==> src/rtl/shift_arbiter_ctrl_pkg.sv <==
// Shared types and constants for the shift arbiter/sequencer.
package shift_arbiter_ctrl_pkg;

  localparam int unsigned WIDTH_DEF = 6;

  localparam logic PORT0 = 1'b0;
  localparam logic PORT1 = 1'b1;

  typedef enum logic [1:0] {
    IDLE = 2'b00,
    EXEC = 2'b01,
    RESP = 2'b10
  } state_t;

  // One-hot request/grant vector for a port index.
  function automatic logic [1:0] port_onehot(input logic port);
    return (port == PORT1) ? 2'b10 : 2'b01;
  endfunction

endpackage

==> src/rtl/shift_right_core.sv <==
// Combinational logical right shift; amounts of W or more yield zero.
module shift_right_core #(
  parameter int unsigned W = 6
) (
  input  logic [W-1:0] a,
  input  logic [W-1:0] b,
  output logic [W-1:0] s
);

  always_comb begin
    s = '0;
    if (32'(b) < W) s = a >> b;
  end

endmodule

==> src/rtl/shift_arbiter_ctrl.sv <==
// Round-robin sequencer for two requesters sharing one right-shift datapath.
module shift_arbiter_ctrl
  import shift_arbiter_ctrl_pkg::*;
#(
  parameter int unsigned WIDTH   = WIDTH_DEF,
  parameter int unsigned RR_INIT = 0
) (
  input  logic             clk,
  input  logic             rst,
  input  logic [1:0]       req,
  input  logic [WIDTH-1:0] a0,
  input  logic [WIDTH-1:0] b0,
  input  logic [WIDTH-1:0] a1,
  input  logic [WIDTH-1:0] b1,
  input  logic [1:0]       ack,
  output logic [1:0]       gnt,
  output logic [WIDTH-1:0] res,
  output logic [1:0]       res_valid,
  output logic             busy
);

  state_t           state, state_nxt;
  logic             ptr, ptr_nxt;
  logic             win, win_nxt;
  logic [WIDTH-1:0] a_q, a_nxt, b_q, b_nxt;
  logic [WIDTH-1:0] res_nxt, shift_s;
  logic [1:0]       gnt_nxt, res_valid_nxt;
  logic             busy_nxt;
  logic             sel;

  shift_right_core #(.W(WIDTH)) u_core (
    .a (a_q),
    .b (b_q),
    .s (shift_s)
  );

  // Lone requester wins outright; on contention the pointer decides.
  assign sel = (req[0] && req[1]) ? ptr : (req[1] ? PORT1 : PORT0);

  always_ff @(posedge clk) begin
    if (rst) begin
      state     <= IDLE;
      ptr       <= 1'(RR_INIT);
      win       <= PORT0;
      a_q       <= '0;
      b_q       <= '0;
      gnt       <= '0;
      res       <= '0;
      res_valid <= '0;
      busy      <= 1'b0;
    end else begin
      state     <= state_nxt;
      ptr       <= ptr_nxt;
      win       <= win_nxt;
      a_q       <= a_nxt;
      b_q       <= b_nxt;
      gnt       <= gnt_nxt;
      res       <= res_nxt;
      res_valid <= res_valid_nxt;
      busy      <= busy_nxt;
    end
  end

  always_comb begin
    state_nxt     = state;
    ptr_nxt       = ptr;
    win_nxt       = win;
    a_nxt         = a_q;
    b_nxt         = b_q;
    gnt_nxt       = '0;
    res_nxt       = res;
    res_valid_nxt = res_valid;
    case (state)
      IDLE: begin
        if (|req) begin
          win_nxt   = sel;
          a_nxt     = (sel == PORT1) ? a1 : a0;
          b_nxt     = (sel == PORT1) ? b1 : b0;
          gnt_nxt   = port_onehot(sel);
          state_nxt = EXEC;
        end
      end
      EXEC: begin
        res_nxt       = shift_s;
        res_valid_nxt = port_onehot(win);
        state_nxt     = RESP;
      end
      RESP: begin
        // Pointer moves only on completion, away from the port just served.
        if (ack[win]) begin
          res_valid_nxt = '0;
          ptr_nxt       = ~win;
          state_nxt     = IDLE;
        end
      end
      default: begin
        res_valid_nxt = '0;
        state_nxt     = IDLE;
      end
    endcase
    busy_nxt = (state_nxt != IDLE);
  end

endmodule

==> config.mk <==
export PLATFORM = sky130hd
export DESIGN_NAME = shift_arbiter_ctrl
export DESIGN_NICKNAME = d
export VERILOG_FILES = /design/src/rtl/shift_arbiter_ctrl_pkg.sv /design/src/rtl/shift_right_core.sv /design/src/rtl/shift_arbiter_ctrl.sv
export SDC_FILE = /design/constraint.sdc
export NUM_CORES = 1
export LEC_CHECK = 0
export ABC_AREA = 1
export CAP_MARGIN = 20
export CORE_UTILIZATION = 25
export CTS_CLUSTER_DIAMETER = 100
export DETAILED_ROUTE_END_ITERATION = 12
export GPL_TIMING_DRIVEN = 0
export PLACE_DENSITY_LB_ADDON = 0.15
export REMOVE_ABC_BUFFERS = 1
export SETUP_SLACK_MARGIN = 0.15
export SLEW_MARGIN = 15
export SYNTH_ARGS = -nofsm -noshare
export SYNTH_HDL_FRONTEND = slang
export SYNTH_SLANG_ARGS = --single-unit
==> constraint.sdc <==
create_clock -name clk -period 1.2 [get_ports clk]
set_input_delay 0.18 -clock clk [delete_from_list [all_inputs] [get_ports clk]]
set_output_delay 0.18 -clock clk [all_outputs]
set_load 0.02 [all_outputs]
Word level (Yosys, flattened, before mapping)
Cells that the tools add are included.

Bitwise gates (word level): 3. Shifts and indexed selects: 1. Magnitude comparators: 2. Reduce and logical (&&, ||, !) cells: 8. Eq/ne operators: 3. Multiplexer cells: 14.

Operators by type and width (count): $mux W6 (3); $pmux W2 S3 (2); $mux W2 (5); $lt A6 B3 Y1 const B (1); $reduce_and A2 Y1 (3); $shr A6 B6 Y6 (1); $mux W1 (4); $not A1 Y1 (3); $reduce_or A3 Y1 (1); $eq A2 B1 Y1 const B (1); $eq A2 B2 Y1 const B (1); $logic_not A2 Y1 (1); $lt A1 B2 Y1 const B (1); $ne A2 B2 Y1 const B (1); $reduce_bool A2 Y1 (1); $reduce_or A2 Y1 (1); $logic_and A1 B1 Y1 (1).

Input port bits: 30. Output and inout port bits: 11. Bits in registers: 27. Logic and storage cells: 40.

Longest topological paths before layout
Gate-level depths: netlist of run 1.

Word-level depth: 5. Gate-level depth with buffers: 8. Gate-level depth less buffers: 8.

Hierarchy
From an unflattened synthesis of run 1, not the netlist that was laid out.

Cells, all modules: 223. Area, all modules: 1397.6 um2.

By module, submodules not included: shift_arbiter_ctrl (instances 1, seq. area each 540.5 um2, area each 1157.4 um2, cells an instance 171); shift_right_core (instances 1, seq. area each 0.0 um2, area each 240.2 um2, cells an instance 52).

Least setup slack after synthesis of run 1
OpenSTA, ideal clock, no wires.

Path type: reg-to-reg. From: register state[0]. To: register busy. Library setup time: 120 ps. Arrival: 934 ps. Required time: 1080 ps. Cell stages (with the launch flop): 7. Setup slack: 146 ps. Buffers on the path: 0. Clock period less this slack: 1054 ps. Cell sequence: dfxtp_1 > inv_1 > nand2_2 > nor2_8 > nand2_4 > inv_1 > or2_1.

Word-level cells in the longest chain between the ends: 3. Elaborated cells on any way between the ends: 7. Those cells by class: 2 x eq/ne; 3 x mux; 2 x reduce/logical.

Ends and longest elaborated chain: start: declaration (line shift_arbiter_ctrl.sv:22) `state_t state, state_nxt;`; start signal: assignment (line shift_arbiter_ctrl.sv:52) `state <= state_nxt;`; $eq A2 B2 Y1 (tied with other cells) (line shift_arbiter_ctrl.sv:73) `case (state)`; $pmux W2 S3 (*) (line shift_arbiter_ctrl.sv:73); $reduce_bool A2 Y1 (*) (line shift_arbiter_ctrl.sv:101) `busy_nxt = (state_nxt != IDLE);`; end signal: assignment (line shift_arbiter_ctrl.sv:60) `busy <= busy_nxt;`; end: declaration (line shift_arbiter_ctrl.sv:19) `output logic busy`.

Every way passes the cells marked *; elsewhere a longest branch is shown, timed or not. A chain may end at the register's enable or synchronous reset.

Worst setup path in the final report of run 1
From: register b_q[4]. To: register res[3].

Word-level cells in the longest chain between the ends: 2. Elaborated cells on any way between the ends: 3. Those cells by class: 1 x order compare; 1 x shift; 1 x mux.

Ends and longest elaborated chain: start: declaration (line shift_arbiter_ctrl.sv:25) `logic [WIDTH-1:0] a_q, a_nxt, b_q, b_nxt;`; start signal: assignment (line shift_arbiter_ctrl.sv:56) `b_q <= b_nxt;`; $lt A6 B3 Y1 or $shr A6 B6 Y6 (tied branches) (line shift_right_core.sv:12) `if (32'(b) < W) s = a >> b;`; $mux W6 (*) (line shift_right_core.sv:12); end signal: assignment (line shift_arbiter_ctrl.sv:58) `res <= res_nxt;`; end: declaration (line shift_arbiter_ctrl.sv:17) `output logic [WIDTH-1:0] res,`.

Marked as above.

==> results of run 1 <==
-- sequential cells by signal, summed over array words and instances (netlist names) --
signal     cells
a_q            6
b_q            6
busy           1
gnt            2
ptr            1
res            6
res_valid      2
state          2
win            1
-- Yosys cell counts --
master    count
nand2_1      57
or2_1         1
nand3_2       3
o22ai_1       1
a311oi_1      1
o21ai_2       1
a31oi_1      12
a21oi_1       9
o21ai_0       6
nand4_1       1
nor2_4        2
nand3_1      14
a21oi_2       1
nand2_2       2
o21ai_1       8
nand2_4       2
buf_2         3
inv_1        12
inv_2         3
buf_6         4
nor2_8        2
dfxtp_1      27
nor2_1        7
-- critical path: cells and delay by family (launching register included) --
family	cells	cell delay [ns]
AO/OA/AOI/OAI	1	0.13
buffers and inverters	1	0.12
flip-flops	1	0.37
AND/OR/NAND/NOR	4	0.50
-- logic make-up (layout without fill, tap and decap cells) --
kind of cell           Yosys count  count (layout)  synth area share
flip-flops                      27              27            0.4064
AO/OA/AOI/OAI                   39              39            0.1675
AND/OR/NAND/NOR                 91              93            0.3387
buffers and inverters           22              72           0.08748
-- power groups by stage --
stage | Combinational [mW] | Clock (mW) | Sequential (mW)
after floorplan | 0.312 | 0 | 1.09
after global placement | 0.543 | 0 | 1.08
after detailed placement | 0.542 | 0 | 1.08
after CTS | 0.649 | 0.542 | 1.07
after global routing | 0.831 | 0.586 | 1.09
final | 0.750 | 0.525 | 1.08
-- layout make-up --
cell class,instances,area share
clock buffers,4,0.02184
inverters,15,0.03277
multi-input cells,132,0.3914
repair buffers,53,0.2403
flip-flops and latches,27,0.2712
well taps,70,0.04248
-- layout by cell type, fill, tap and decap left out, types with 2 or more instances in the layout --
master and count:
buf_12 3, nor2_8 2, o21ai_0 3, nor2_4 6
inv_1 8, nor2_1 5, dfxtp_2 6, nand3_1 10
nand3_4 2, nand3_2 5, o21ai_1 11, a31oi_1 12
nand2_1 44, clkdlybuf4s50_1 26, buf_2 11, buf_6 4
a21oi_1 7, dfxtp_4 3, nand2_2 14, inv_2 4
dfxtp_1 18, clkbuf_8 3, a21oi_2 3, buf_4 5
nand2_4 2, dlygate4sd2_1 2
-- per-layer routing --
layer | vias to the layer above | wire [um] | global-route usage
met1 | 613 | 1625 | 0.1788
li1 | 700 | - | -
met4 | 0 | 40 | 0.04403
met2 | 28 | 1628 | 0.2302
met3 | 5 | 161 | 0.02677
met5 | - | 0 | 0
-- repair_timing --
item | CTS | global route
resized for setup | 65 | 45
gates cloned | 2 | 0
pin swaps | 9 | 16
setup buffers | 9 | 4
endpoints found under the hold margin | 0 | 0
endpoints found under the setup margin | 35 | 28
-- final timing paths --
check,slack (ns),cells after the start,to,start
setup / recovery,0.02,6,res[3],b_q[4]
hold / removal,0.22,2,res[1],rst
setup reg to reg,0.02,6,res[3],b_q[4]
hold reg to reg,0.47,2,res[5],res[5]
==> flow_summary.ini, run 1 <==
[power]
p_leak_nw = 0.8409
sw_frac_of_total = 0.3243
finalPower_mw = 2.351
internal_power_mw = 1.589
seq_power_share = 0.457
power.switching_uw = 762.3
p_clk_frac = 0.223
combPwrFrac = 0.319
ir_drop_mv = 0.4493
power_density_nw_per_um2 = 1140

[final_layout]
nNetsFinal = 262
fillCellCount = 576
antenna-diode-count = 0
instances_no_fill = 301
multi_input_area_sq_um = 807.0
fin_area_sq_um = 2062
final_util = 0.4037
layout-drive-gt1-share = 0.3463
ff_latch_area_sq_um = 559.3
area_growth_pct = 55.03

[timing]
slew_violations = 0
worst_slack_ns = 0.01773
whs_ns = 0.2199
hold_viol = 0
worst_slew_pin_slew_ns = 0.2876
fin_crit_sh = 0.9852
clock_skew_ns = 0.005167
slew_headroom = 0.8078
rsz0062_at_grt = true
tns_ns = 0
setup_viol = 0
fin_crit_ns = 1.182
max_freq_ghz = 0.8458

[floorplanning]
ios = 41
die_area_sq_um = 5616
core-area_sq_um = 5107
die_height_um = 74.94
initial_core_util = 0.2604
die_w_um = 74.94
rows = 26

[setup_path]
worstPathCellList = nor2_8 > buf_12 > nand3_4 > nor2_4 > nand3_1 > a21oi_1
crit_fanout = 5
end_kind = register
start_kind = register
critPathKind = register to register
crit_path_max_incr_delay_ns = 0.37
cpMaxStageDelayCell = dfxtp_4
arrival_ns = 1.39
worst_ep_required_time_ns = 1.41

[placed_design]
io_buffers = 40
post-place-ws_ns = -0.7981
gp_congestion = 0.7246
place_inst = 282
post_dp_cell_area_sq_um = 1758
hpwl_um = 2183

[logic_synthesis]
synth_cell_type_count = 23
ys_seq_area_frac = 0.4064
ys_top_cells_by_area = dfxtp_1 41%, nand2_1 16%, a31oi_1 5.6%, nand3_1 5.3%, a21oi_1 3.4%
syn_area_per_cell_sq_um = 7.430
yosysTopAreaCell = dfxtp_1
synth_warnings = 0
ys_ff_latch = 27
syn_inst = 179
synth_top_area_share = 0.4064
netlist_area_sq_um = 1330

[cts]
cts-root-buf = clkbuf_8
ctsHoldBuffers = 0
htree_num_levels = 1
clock_path_buffers = 2
cts_tree = yes
clk_pin_slew_ns = 0.09
clock_sinks = 27
cts_made_buffers = 3
clk_latency_ns = 0.27

[route]
drt_wl_total_um = 3454
drt-wirelength-per-cell_um = 11.48
drc = 0
ant_nets = 0
vias_per_cell = 4.472
drt_iter0_drc = 28
vias = 1346
dr.pass1.iters = 4

[global_routing]
grt_pass1_wl_um = 5858
grt-ovfl-total = 0
grt_max_degree = 16
grt_pass1_vias = 1256
grt_usage = 0.1377
antenna_found_initial = 0

[worst_hold_path]
hp-class = input port to register

[status]
status = finished clean

[run]
cap_violations = 0
Note: power is estimated with default switching activity, not from simulation.
==> inputs of run 2 (changes only) <==
- SLEW_MARGIN: 15 -> not set
==> results of run 2 <==
No change in the layout: final DEF, timing and power equal those of run 1.
==> inputs of run 3 (changes only) <==
- CTS_BUF_LIST: not set -> sky130_fd_sc_hd__clkbuf_4
==> flow_summary.ini, run 3 (same netlist as run 1, synthesis figures left out) <==
[route]
vias = 1368
dr.pass1.iters = 4
drc = 0
drt_wl_total_um = 3544
ant_nets = 0
drt-wirelength-per-cell_um = 11.70
vias_per_cell = 4.515
drt_iter0_drc = 30

[power]
p_clk_frac = 0.195
finalPower_mw = 2.246
power.switching_uw = 759.2
ir_drop_mv = 0.3663
seq_power_share = 0.482
power_density_nw_per_um2 = 1096
p_leak_nw = 0.8376
internal_power_mw = 1.486
combPwrFrac = 0.324
sw_frac_of_total = 0.3381

[floorplanning]
initial_core_util = 0.2604
rows = 26
ios = 41
die_area_sq_um = 5616
die_height_um = 74.94
die_w_um = 74.94
core-area_sq_um = 5107

[timing]
rsz0062_at_grt = true
worst_slew_pin_slew_ns = 0.4390
hold_viol = 0
fin_crit_sh = 0.9557
fin_crit_ns = 1.147
worst_slack_ns = 0.05322
clock_skew_ns = 0.01181
slew_violations = 0
setup_viol = 0
whs_ns = 0.3781
slew_headroom = 0.7073
max_freq_ghz = 0.8720

[setup_path]
crit_fanout = 10
start_kind = register
critPathLaunch = state[0]
rrSetupSlack_ns = 0.05
end_kind = register
arrival_ns = 1.38
critPathKind = register to register
worst_ep_required_time_ns = 1.43
reg2reg_from = state[0]

[final_layout]
instances_no_fill = 303
layout-drive-gt1-share = 0.3262
antenna-diode-count = 0
area_growth_pct = 54.09
final_common_cell = nand2_1
final_cell_mix = 56 x nand2_1, 26 x clkdlybuf4s50_1, 16 x dfxtp_1
reg.largest.list = a_q (6), b_q (6), res (6)
fin_area_sq_um = 2049
nNetsFinal = 264

[placed_design]
hpwl_um = 2183
post_dp_cell_area_sq_um = 1758
io_buffers = 40
place_inst = 282
post-place-ws_ns = -0.7981
gp_congestion = 0.7246

[cts]
clk_latency_ns = 0.34
clock_path_buffers = 2
clk_pin_slew_ns = 0.16
clock_sinks = 27
cts-root-buf = clkbuf_4
ctsHoldBuffers = 0
htree_num_levels = 1
cts_tree = yes
cts_made_buffers = 3

[global_routing]
grt_pass1_vias = 1275
grt_usage = 0.1398
antenna_found_initial = 0
grt_max_degree = 16
grt-ovfl-total = 0
grt_pass1_wl_um = 6016

[status]
status = finished clean

[worst_hold_path]
hp-class = input port to register
holdCritStartpoint = rst

[run]
cap_violations = 0
run 3: critical path, cell delays in order (launching register included):
cell     delay [ns]
dfxtp_4        0.40
inv_2          0.07
nand2_4        0.09
buf_12         0.14
nor2_4         0.12
buf_12         0.14
a31oi_1        0.08
run 3: metal layers:
| layer | vias up | wire (um) | global-route usage | share of wire |
|---|---|---|---|---|
| met5 | - | 0 | 0 | 0 |
| met4 | 0 | 46 | 0.04403 | 0.013 |
| met3 | 5 | 137 | 0.02276 | 0.039 |
| met2 | 30 | 1651 | 0.2332 | 0.47 |
| met1 | 625 | 1708 | 0.1847 | 0.48 |
| li1 | 708 | - | - | - |
run 3: power groups by stage:
| stage | Clock [mW] | Sequential, mW | Combinational (mW) |
|---|---|---|---|
| final | 0.437 | 1.08 | 0.727 |
| after detailed placement | 0 | 1.08 | 0.542 |
| after CTS | 0.447 | 1.08 | 0.676 |
| after global routing | 0.483 | 1.10 | 0.805 |
| after global placement | 0 | 1.08 | 0.543 |
| after floorplan | 0 | 1.09 | 0.312 |
run 3: what timing repair did:
action                                  4_1_cts  5_1_grt
endpoints found under the setup margin       35       34
gates resized for setup                      74       27
buffers inserted                             10        4
pin swaps                                    12        8
cloned                                        3        0
run 3: path summary, 6_finish.rpt:
path,endpoint,cells after the start
min reg2reg,res[5],2
max,b_q[2],6
min,res[1],2
max reg2reg,b_q[2],6
run 3: metrics by stage:
stage / TNS (ns) / util
2_1_floorplan: -0.07665 / -
3_3_place_gp: -11.95 / 0.3442
3_5_place_dp: -11.90 / 0.3442
4_1_cts: 0 / 0.3792
5_1_grt: -0.06321 / 0.4013
6_report: 0 / 0.4013
run 3: cell type report:
cell class              instances  area [sq um]
inverters                      15         65.06
multi-input cells             133         793.3
clock buffers                   4         30.03
well taps                      70         87.58
fillers                       574          3058
repair buffers                 54         511.7
flip-flops and latches         27         561.8
